--- src/rtl/alu_op_sequencer_pkg.sv ---
// Shared definitions for the ALU operand sequencer: state codes,
// default widths and the opcode names understood by the lab ALU.
package alu_op_sequencer_pkg;

  localparam int DEF_DW  = 4;
  localparam int DEF_OPW = 3;

  typedef enum logic [2:0] {
    S_A    = 3'd0,
    S_B    = 3'd1,
    S_OP   = 3'd2,
    S_EXEC = 3'd3,
    S_SHOW = 3'd4
  } state_t;

  localparam logic [DEF_OPW-1:0] OP_EQ  = 3'b000;
  localparam logic [DEF_OPW-1:0] OP_LT  = 3'b001;
  localparam logic [DEF_OPW-1:0] OP_XOR = 3'b010;
  localparam logic [DEF_OPW-1:0] OP_OR  = 3'b011;
  localparam logic [DEF_OPW-1:0] OP_AND = 3'b100;
  localparam logic [DEF_OPW-1:0] OP_NOT = 3'b101;
  localparam logic [DEF_OPW-1:0] OP_SUB = 3'b110;
  localparam logic [DEF_OPW-1:0] OP_ADD = 3'b111;

endpackage

--- src/rtl/alu_op_sequencer_if.sv ---
// Bus between the sequencer and the combinational ALU.
// There is no valid/ready handshake on this bus: the sequencer (master)
// holds alu_a/alu_b/alu_op stable between its load edges, and the ALU
// (slave) answers combinationally; the master samples the answer one
// full cycle after the opcode edge.
interface alu_op_sequencer_if
  import alu_op_sequencer_pkg::*;
#(
  parameter int DW  = DEF_DW,
  parameter int OPW = DEF_OPW
);

  logic [DW-1:0]  alu_a;
  logic [DW-1:0]  alu_b;
  logic [OPW-1:0] alu_op;
  logic [DW-1:0]  alu_result;
  logic           alu_carry;
  logic           alu_overflow;

  modport master (
    output alu_a, alu_b, alu_op,
    input  alu_result, alu_carry, alu_overflow
  );

  modport slave (
    input  alu_a, alu_b, alu_op,
    output alu_result, alu_carry, alu_overflow
  );

endinterface

--- src/rtl/alu_op_sequencer_btn_pulse.sv ---
// Button conditioner: two-flop synchronizer plus a previous-value flop,
// giving a single-cycle pulse on each rising edge of the raw level.
module btn_pulse (
  input  logic clk,
  input  logic rst_n,
  input  logic btn,
  output logic pulse
);

  logic sync1;
  logic sync2;
  logic prev;

  // Synchronize the raw level and remember last cycle's synchronized value
  always_ff @(posedge clk or negedge rst_n) begin
    if (!rst_n) begin
      sync1 <= 1'b0;
      sync2 <= 1'b0;
      prev  <= 1'b0;
    end else begin
      sync1 <= btn;
      sync2 <= sync1;
      prev  <= sync2;
    end
  end

  assign pulse = sync2 & ~prev;

endmodule

--- src/rtl/alu_op_sequencer.sv ---
// Sequencer in front of and behind the lab's combinational ALU: loads
// A, B and opcode from the switches on successive load presses, captures
// the ALU answer one cycle later, and can chain that answer into A.
module alu_op_sequencer
  import alu_op_sequencer_pkg::*;
#(
  parameter int DW  = DEF_DW,
  parameter int OPW = DEF_OPW
) (
  input  logic                clk,
  input  logic                rst_n,
  input  logic [DW-1:0]       sw,
  input  logic                btn_load,
  input  logic                btn_chain,
  input  logic                btn_clr,
  alu_op_sequencer_if.master  alu_bus,
  output logic [DW-1:0]       out_result,
  output logic                out_carry,
  output logic                out_overflow,
  output logic [2:0]          state,
  output logic                done
);

  logic load_p;
  logic chain_p;
  logic clr_p;

  btn_pulse u_load  (.clk(clk), .rst_n(rst_n), .btn(btn_load),  .pulse(load_p));
  btn_pulse u_chain (.clk(clk), .rst_n(rst_n), .btn(btn_chain), .pulse(chain_p));
  btn_pulse u_clr   (.clk(clk), .rst_n(rst_n), .btn(btn_clr),   .pulse(clr_p));

  state_t state_q;
  state_t state_d;

  logic [DW-1:0]  a_q;
  logic [DW-1:0]  b_q;
  logic [OPW-1:0] op_q;

  // Register enables decoded from state and button pulses
  logic clr_en;
  logic ld_a_sw;
  logic ld_a_chain;
  logic ld_b;
  logic ld_op;
  logic capture;

  // State register
  always_ff @(posedge clk or negedge rst_n) begin
    if (!rst_n) state_q <= S_A;
    else        state_q <= state_d;
  end

  // Next-state logic; clear beats chain beats load
  always_comb begin
    state_d = state_q;
    if (clr_p) begin
      state_d = S_A;
    end else begin
      case (state_q)
        S_A:     if (load_p) state_d = S_B;
        S_B:     if (load_p) state_d = S_OP;
        S_OP:    if (load_p) state_d = S_EXEC;
        S_EXEC:  state_d = S_SHOW;
        S_SHOW:  if (chain_p || load_p) state_d = S_B;
        default: state_d = S_A;
      endcase
    end
  end

  // Output decode: which register loads this cycle (none in S_EXEC except capture)
  always_comb begin
    clr_en     = 1'b0;
    ld_a_sw    = 1'b0;
    ld_a_chain = 1'b0;
    ld_b       = 1'b0;
    ld_op      = 1'b0;
    capture    = 1'b0;
    if (clr_p) begin
      clr_en = 1'b1;
    end else begin
      case (state_q)
        S_A:    ld_a_sw = load_p;
        S_B:    ld_b    = load_p;
        S_OP:   ld_op   = load_p;
        S_EXEC: capture = 1'b1;
        S_SHOW: begin
          if (chain_p)     ld_a_chain = 1'b1;
          else if (load_p) ld_a_sw    = 1'b1;
        end
        default: ;
      endcase
    end
  end

  // Operand registers feeding the ALU; only move on their own load edges
  always_ff @(posedge clk or negedge rst_n) begin
    if (!rst_n) begin
      a_q  <= '0;
      b_q  <= '0;
      op_q <= '0;
    end else if (clr_en) begin
      a_q  <= '0;
      b_q  <= '0;
      op_q <= '0;
    end else begin
      if (ld_a_sw)    a_q  <= sw;
      if (ld_a_chain) a_q  <= out_result;
      if (ld_b)       b_q  <= sw;
      if (ld_op)      op_q <= sw[OPW-1:0];
    end
  end

  // Display registers and the done pulse, which follows the capture edge
  always_ff @(posedge clk or negedge rst_n) begin
    if (!rst_n) begin
      out_result   <= '0;
      out_carry    <= 1'b0;
      out_overflow <= 1'b0;
      done         <= 1'b0;
    end else begin
      done <= capture;
      if (clr_en) begin
        out_result   <= '0;
        out_carry    <= 1'b0;
        out_overflow <= 1'b0;
      end else if (capture) begin
        out_result   <= alu_bus.alu_result;
        out_carry    <= alu_bus.alu_carry;
        out_overflow <= alu_bus.alu_overflow;
      end
    end
  end

  assign alu_bus.alu_a  = a_q;
  assign alu_bus.alu_b  = b_q;
  assign alu_bus.alu_op = op_q;
  assign state          = state_q;

endmodule

--- src/flat_wrapper.sv ---
// flat-port wrapper written by rule: the top's interface ports become plain ports
module alu_op_sequencer_flat import alu_op_sequencer_pkg::*;
#(
  parameter int DW  = DEF_DW,
  parameter int OPW = DEF_OPW
)
  (clk, rst_n, sw, btn_load, btn_chain, btn_clr, out_result, out_carry, out_overflow, state, done, alu_bus_alu_a, alu_bus_alu_b, alu_bus_alu_op, alu_bus_alu_result, alu_bus_alu_carry, alu_bus_alu_overflow);
  alu_op_sequencer_if #(.DW(DW), .OPW(OPW)) alu_bus_i ();
  input  logic clk;
  input  logic rst_n;
  input  logic [DW-1:0] sw;
  input  logic btn_load;
  input  logic btn_chain;
  input  logic btn_clr;
  output logic [DW-1:0] out_result;
  output logic out_carry;
  output logic out_overflow;
  output logic [2:0] state;
  output logic done;
  output wire logic [$bits(alu_bus_i.alu_a)-1:0] alu_bus_alu_a;
  output wire logic [$bits(alu_bus_i.alu_b)-1:0] alu_bus_alu_b;
  output wire logic [$bits(alu_bus_i.alu_op)-1:0] alu_bus_alu_op;
  input wire logic [$bits(alu_bus_i.alu_result)-1:0] alu_bus_alu_result;
  input wire logic [$bits(alu_bus_i.alu_carry)-1:0] alu_bus_alu_carry;
  input wire logic [$bits(alu_bus_i.alu_overflow)-1:0] alu_bus_alu_overflow;
  assign alu_bus_alu_a = alu_bus_i.alu_a;
  assign alu_bus_alu_b = alu_bus_i.alu_b;
  assign alu_bus_alu_op = alu_bus_i.alu_op;
  assign alu_bus_i.alu_result = alu_bus_alu_result;
  assign alu_bus_i.alu_carry = alu_bus_alu_carry;
  assign alu_bus_i.alu_overflow = alu_bus_alu_overflow;
  alu_op_sequencer #(.DW(DW), .OPW(OPW)) u_core (.clk(clk), .rst_n(rst_n), .sw(sw), .btn_load(btn_load), .btn_chain(btn_chain), .btn_clr(btn_clr), .alu_bus(alu_bus_i), .out_result(out_result), .out_carry(out_carry), .out_overflow(out_overflow), .state(state), .done(done));
endmodule
--- config.mk ---
export PLATFORM = sky130hd
export DESIGN_NAME = alu_op_sequencer_flat
export DESIGN_NICKNAME = d
export VERILOG_FILES = /design/src/rtl/alu_op_sequencer_pkg.sv /design/src/rtl/alu_op_sequencer_if.sv /design/src/rtl/alu_op_sequencer_btn_pulse.sv /design/src/rtl/alu_op_sequencer.sv /design/src/flat_wrapper.sv
export SDC_FILE = /design/constraint.sdc
export NUM_CORES = 1
export LEC_CHECK = 0
export CAP_MARGIN = 0
export CORE_UTILIZATION = 40
export CTS_CLUSTER_SIZE = 24
export DETAILED_ROUTE_END_ITERATION = 8
export DONT_BUFFER_PORTS = 1
export GPL_TIMING_DRIVEN = 1
export REMOVE_ABC_BUFFERS = 1
export SLEW_MARGIN = 20
export SYNTH_ARGS = -nofsm -noshare
export SYNTH_HDL_FRONTEND = slang
export SYNTH_SLANG_ARGS = --single-unit
--- constraint.sdc ---
create_clock -name clk -period 1.8 [get_ports clk]
set_clock_uncertainty 0.2 [all_clocks]
set_input_delay 0.18 -clock clk [delete_from_list [all_inputs] [get_ports clk]]
set_output_delay 0.18 -clock clk [all_outputs]
set_load 0.03 [all_outputs]
## Yosys cells after proc, flatten, opt, wreduce, memory -nomap -nowiden

Cells that the tools add are included.

| operators by class | value |
|---|---|
| bitwise gates (word level) | 6 |
| equal/unequal tests | 8 |
| muxes and demuxes | 33 |
| reductions and logical operators | 7 |

Operators with widths:

| cell | number |
|---|---|
| 2-to-1 mux 4 bit | 7 |
| 2-to-1 mux 3 bit | 7 |
| 2-to-1 mux 1 bit | 17 |
| case mux 3 bit (5 select lines) | 1 |
| != test 3 x 1 -> 1 bit, second input constant | 4 |
| == test 3 x 2 -> 1 bit, second input constant | 2 |
| nonzero test 2 bit | 3 |
| AND reduction 4 bit | 1 |
| bitwise AND 1 bit | 3 |
| == test 3 x 1 -> 1 bit, second input constant | 1 |
| == test 3 bit, second input constant | 1 |
| zero test 3 bit | 1 |
| NOT 1 bit | 3 |
| nonzero test 3 bit | 1 |
| case mux 1 bit (2 select lines) | 1 |
| logical OR 1 bit | 1 |

| storage, ports and cells | value |
|---|---|
| input port bits | 15 |
| output and inout port bits | 21 |
| register bits | 30 |
| word-level logic and storage cells | 71 |

## Logic depth before layout (Yosys ltp)

| logic depth | value |
|---|---|
| depth after elaboration | 9 |
| depth in mapped cells | 4 |
| gate-level depth less buffers | 4 |

## Cells and area by module

From an unflattened synthesis, not the netlist that was laid out.

| unflattened totals | value |
|---|---|
| cells, all modules | 96 |
| area, all modules | 1,270.0 um^2 |

By module, submodules not included:

| module | cells each | times used | sequential area each (um^2) | area an instance (um^2) |
|---|---|---|---|---|
| alu_op_sequencer | 84 | 1 | 525.5 | 1,003.5 |
| btn_pulse | 4 | 3 | 75.1 | 88.8 |

## Least setup slack after synthesis

OpenSTA, ideal clock, no wires.

| timing | value |
|---|---|
| path type | reg2reg |
| from | reg u_core.state_q[0] (netlist: u_core.state[0]) |
| to | reg u_core.op_q[0] (netlist: u_core.alu_bus.alu_op[0]) |
| cell stages (with the launch flop) | 5 |
| path buffers | 1 |
| period minus slack after synthesis | 1,578 ps |
| data arrival time | 1,259 ps |
| library setup time | 119 ps |
| setup slack | 222 ps |
| required time | 1,481 ps |
| path through | dfrtp_1 -> buf_2 -> nor2_1 -> a21oi_1 -> a21bo_2 |

| on the way | value |
|---|---|
| longest elaborated chain between the ends | 4 |

Ends and longest elaborated chain:

| item | RTL line | source |
|---|---|---|
| from (decl) | alu_op_sequencer.sv:32 | `state_t state_q;` |
| from (signal assigned) | alu_op_sequencer.sv:50 | `else state_q <= state_d;` |
| == test 3 x 2 -> 1 bit | alu_op_sequencer.sv:81 | `case (state_q)` |
| 2-to-1 mux 1 bit | alu_op_sequencer.sv:81 |  |
| 2-to-1 mux 1 bit | alu_op_sequencer.sv:78 | `if (clr_p) begin` |
| nonzero test 2 bit (no source line) | - |  |
| to (signal assigned) | alu_op_sequencer.sv:109 | `if (ld_op) op_q <= sw[OPW-1:0];` |
| to (decl) | alu_op_sequencer.sv:37 | `logic [OPW-1:0] op_q;` |

No other way between the ends.
A chain may end at the register's enable or synchronous reset.

## Final worst setup path

| timing | value |
|---|---|
| from | reg u_core.state_q[1] (netlist: u_core.state[1]) |
| to | reg u_core.out_result[3] |

| on the way | value |
|---|---|
| longest elaborated chain between the ends | 4 |

Ends and longest elaborated chain:

| item | RTL line | source |
|---|---|---|
| == test 3 x 2 -> 1 bit | alu_op_sequencer.sv:81 |  |
| 2-to-1 mux 1 bit | alu_op_sequencer.sv:81 |  |
| 2-to-1 mux 1 bit | alu_op_sequencer.sv:78 |  |
| nonzero test 2 bit (no source line) | - |  |
| to (signal assigned) | alu_op_sequencer.sv:127 | `out_result <= alu_bus.alu_result;` |
| to (decl) | alu_op_sequencer.sv:17 | `output logic [DW-1:0] out_result,` |

No other way between the ends.

==> impl_metrics.py <==
metrics = {
    "status": {
        "status": "finished clean",
    },
    "die": {
        "dieArea_um2": 3200,
        "num_io_pins": 36,
        "rows": 19,
        "core_area_um2": 2780,
        "die_y_um": 56.6,
        "start_util_pct": 42.8,
        "die_w_um": 56.6,
    },
    "logic_synthesis": {
        "synth.distinct_cells": 23,
        "yosys.area.top_type_share_pct": 63.0,
        "ys_warn_count": 0,
        "synth_largest_area_cell": "dfrtp_1",
        "syn_inst": 100,
        "ys_seq_area_share_pct": 63.0,
        "synth.avg_cell_area_um2": 11.9,
        "netlist_top_cells_area": "dfrtp_1, mux2i_1, a21oi_1",
        "syn-cell-area_um2": 1190,
        "ys_ff_latch": 30,
    },
    "critical_path": {
        "endpoint_kind": "flip-flop",
        "cp.required_ps": 1800,
        "arrival_ps": 1650,
        "cp_common_cell": "nand2_1",
        "crit_type": "flip-flop to flip-flop",
        "reg2reg_depth": 4,
        "path_cells": "nor2b_1 > nand2_1 > nand2_1 > a21oi_1",
        "r2r-start": "u_core.state[1]$_DFFE_PN0P_",
        "r2r_end": "u_core.out_result[3]$_DFFE_PN0P_",
        "critPathLaunchType": "flip-flop",
        "critPathMaxFanout": 8,
        "path_delay_family": "simple AND/OR/NAND/NOR gates",
        "cpPeakStageDelay_ps": 430,
        "crit_buf_inv": 0,
        "crit_slowest_cell": "dfrtp_1",
        "rrSetupSlack_ps": 160,
    },
    "clock_tree": {
        "postCtsSetupBuffers": 0,
        "tritoncts": "done",
        "h-tree-depth": 2,
        "insertion_delay_ps": 350,
        "post_cts_resized": 0,
        "clkTransAtPathRegs_ps": 100,
        "clock_sinks": 30,
        "cts-root-buf": "clkbuf_4",
        "clk_path_buf_depth": 2,
        "cts-buffers-inserted": 5,
    },
    "routing": {
        "drt-wirelength-per-cell_um": 15.6,
        "vias": 856,
        "ant_nets": 0,
        "drt-initial-drc-count": 15,
        "viasPerCell": 5.42,
        "wl_mm": 2.46,
        "route.detailed.drc": 0,
        "drt_pass1_iterations": 4,
    },
    "cells_and_area": {
        "drive_above_1_share_pct": 18.1,
        "syn_to_final_growth_pct": 29.6,
        "final_common_cell": "dfrtp_1",
        "fin_nets": 141,
        "num_antenna_cells": 0,
        "mostFrequentLayoutCells": "dfrtp_1, dlygate4sd3_1, a21oi_1",
    },
    "sta": {
        "fin_crit_ps": 1640,
        "fin_setup_tns_ps": 0,
        "rsz0062_at_grt": "no",
        "finalHoldViolations": 0,
        "slew_violations": 0,
        "setup_viol": 0,
        "fmax_mhz": 609,
        "finalCritPeriodShare_pct": 91.3,
        "tightestPinTransition_ps": 512,
        "slew_headroom_pct": 65.8,
    },
    "pwr": {
        "switching_power_mw": 0.593,
        "power.share.switching_pct": 30.4,
        "ir_worst_vdd_uv": 758,
        "power_mw": 1.95,
        "leakage_nw": 0.721,
        "clockPowerShare_pct": 36.5,
        "powerDensity_nw_per_um2": 1260,
        "seq_power_share_pct": 48.1,
        "power.internal_mw": 1.36,
        "p_comb_share_pct": 15.4,
    },
    "placed_design": {
        "port_buffers": 0,
        "hpwl_mm": 1.71,
        "gp_congestion": 0.839,
    },
    "global_route": {
        "grt_max_degree": 31,
        "grt_pass1_wl_mm": 4.05,
        "grt_overflow": 0,
        "first_global_vias": 906,
        "antenna_found_initial": 0,
        "grt_use_total_pct": 17.9,
    },
    "run": {
        "drv_cap": 0,
    },
    "min_path": {
        "hp-class": "primary input to async pin",
    },
}
-- state kept, by name, summed over array words and instances (netlist names), 3 cells and up --
signal	count
u_core.alu_bus.alu_a	4
u_core.alu_bus.alu_b	4
u_core.alu_bus.alu_op	3
u_core.out_result	4
u_core.state	3
-- cell families after synthesis --
family          synth area share, %
compound gates                 12.0
buf+inv                        2.10
flops                          63.0
mux                            5.88
simple gates                   17.0
-- per-stage QoR --
| stage | hold slack (ps) | instances | instance area (um^2) | setup WS [ps] | util (%) |
|---|---|---|---|---|---|
| after floorplan | -316 | 96 | 1170 | -0.214 | - |
| after global placement | -315 | 135 | 1270 | 262 | 45.7 |
| after detailed placement | -315 | 135 | 1270 | 207 | 45.7 |
| after CTS | 75.6 | 158 | 1540 | 170 | 55.5 |
| after global routing | 67.4 | 158 | 1540 | 46.4 | 55.5 |
| final | 66.7 | 158 | 1540 | 157 | 55.5 |
-- worst reg2reg max path: cells and delay by family, from the launching register on --
kind / cells / cell delay (ps)
AND/OR/NAND/NOR: 3 / 810
AO/OA/AOI/OAI: 1 / 70
flip-flops: 1 / 430
-- power groups by stage --
stage	sequential, mW	clock, mW	combinational [mW]
2_1_floorplan	0.972	0	0.143
3_3_place_gp	0.953	0	0.247
5_1_grt	0.953	0.742	0.332
4_1_cts	0.941	0.716	0.303
6_report	0.939	0.711	0.300
3_5_place_dp	0.954	0	0.255
-- worst max path at each step --
stage                                          end                         start  cells past startpoint
2_1_floorplan         u_core.out_carry$_DFFE_PN0P_   u_core.state[1]$_DFFE_PN0P_                      4
3_3_place_gp   u_core.alu_bus.alu_a[3]$_DFFE_PN0P_  u_core.u_clr.sync2$_DFF_PN0_                      3
3_5_place_dp      u_core.out_result[3]$_DFFE_PN0P_   u_core.state[1]$_DFFE_PN0P_                      4
4_1_cts           u_core.out_result[3]$_DFFE_PN0P_   u_core.state[1]$_DFFE_PN0P_                      4
5_1_grt           u_core.out_result[3]$_DFFE_PN0P_   u_core.state[1]$_DFFE_PN0P_                      4
6_report          u_core.out_result[3]$_DFFE_PN0P_   u_core.state[1]$_DFFE_PN0P_                      4
-- repair_timing --
action / 4_1_cts / 5_1_grt
setup endpoints to repair: 0 / 0
hold buffers: 15 / 0
endpoints found under the hold margin: 50 / 0
-- layer usage --
metal	vias up	wire length (um)	GRT usage (%)	share of wire, %
li1	404	-	-	-
met1	412	1040	19.8	42
met2	30	1160	27.7	47
met3	10	138	5.76	5.6
met4	0	125	14.6	5.1
met5	-	0	0	0
-- synthesized netlist by cell type --
cell type,instances
clkbuf_1,2
o21ai_0,1
nor2_1,8
nor2b_1,3
a21boi_2,1
inv_1,2
nand2_1,8
o2bb2ai_1,3
nand2b_1,3
nand3_1,7
nor3b_1,1
a21oi_1,9
nand4bb_1,1
a32o_1,1
nand4_1,4
dfrtp_1,30
a21bo_2,3
o21bai_1,1
nand3b_4,1
mux2i_1,7
buf_2,2
nor2_2,1
a211oi_1,1
-- layout make-up --
cell class	instances	area (um^2)
multi-input cells	64	415
flip-flops and latches	30	751
well taps	31	38.8
fillers	249	1240
inverters	2	7.51
clock buffers	6	51.3
repair buffers	23	220
clock inverters	2	60.1
Note: power is estimated with default switching activity, not from simulation.
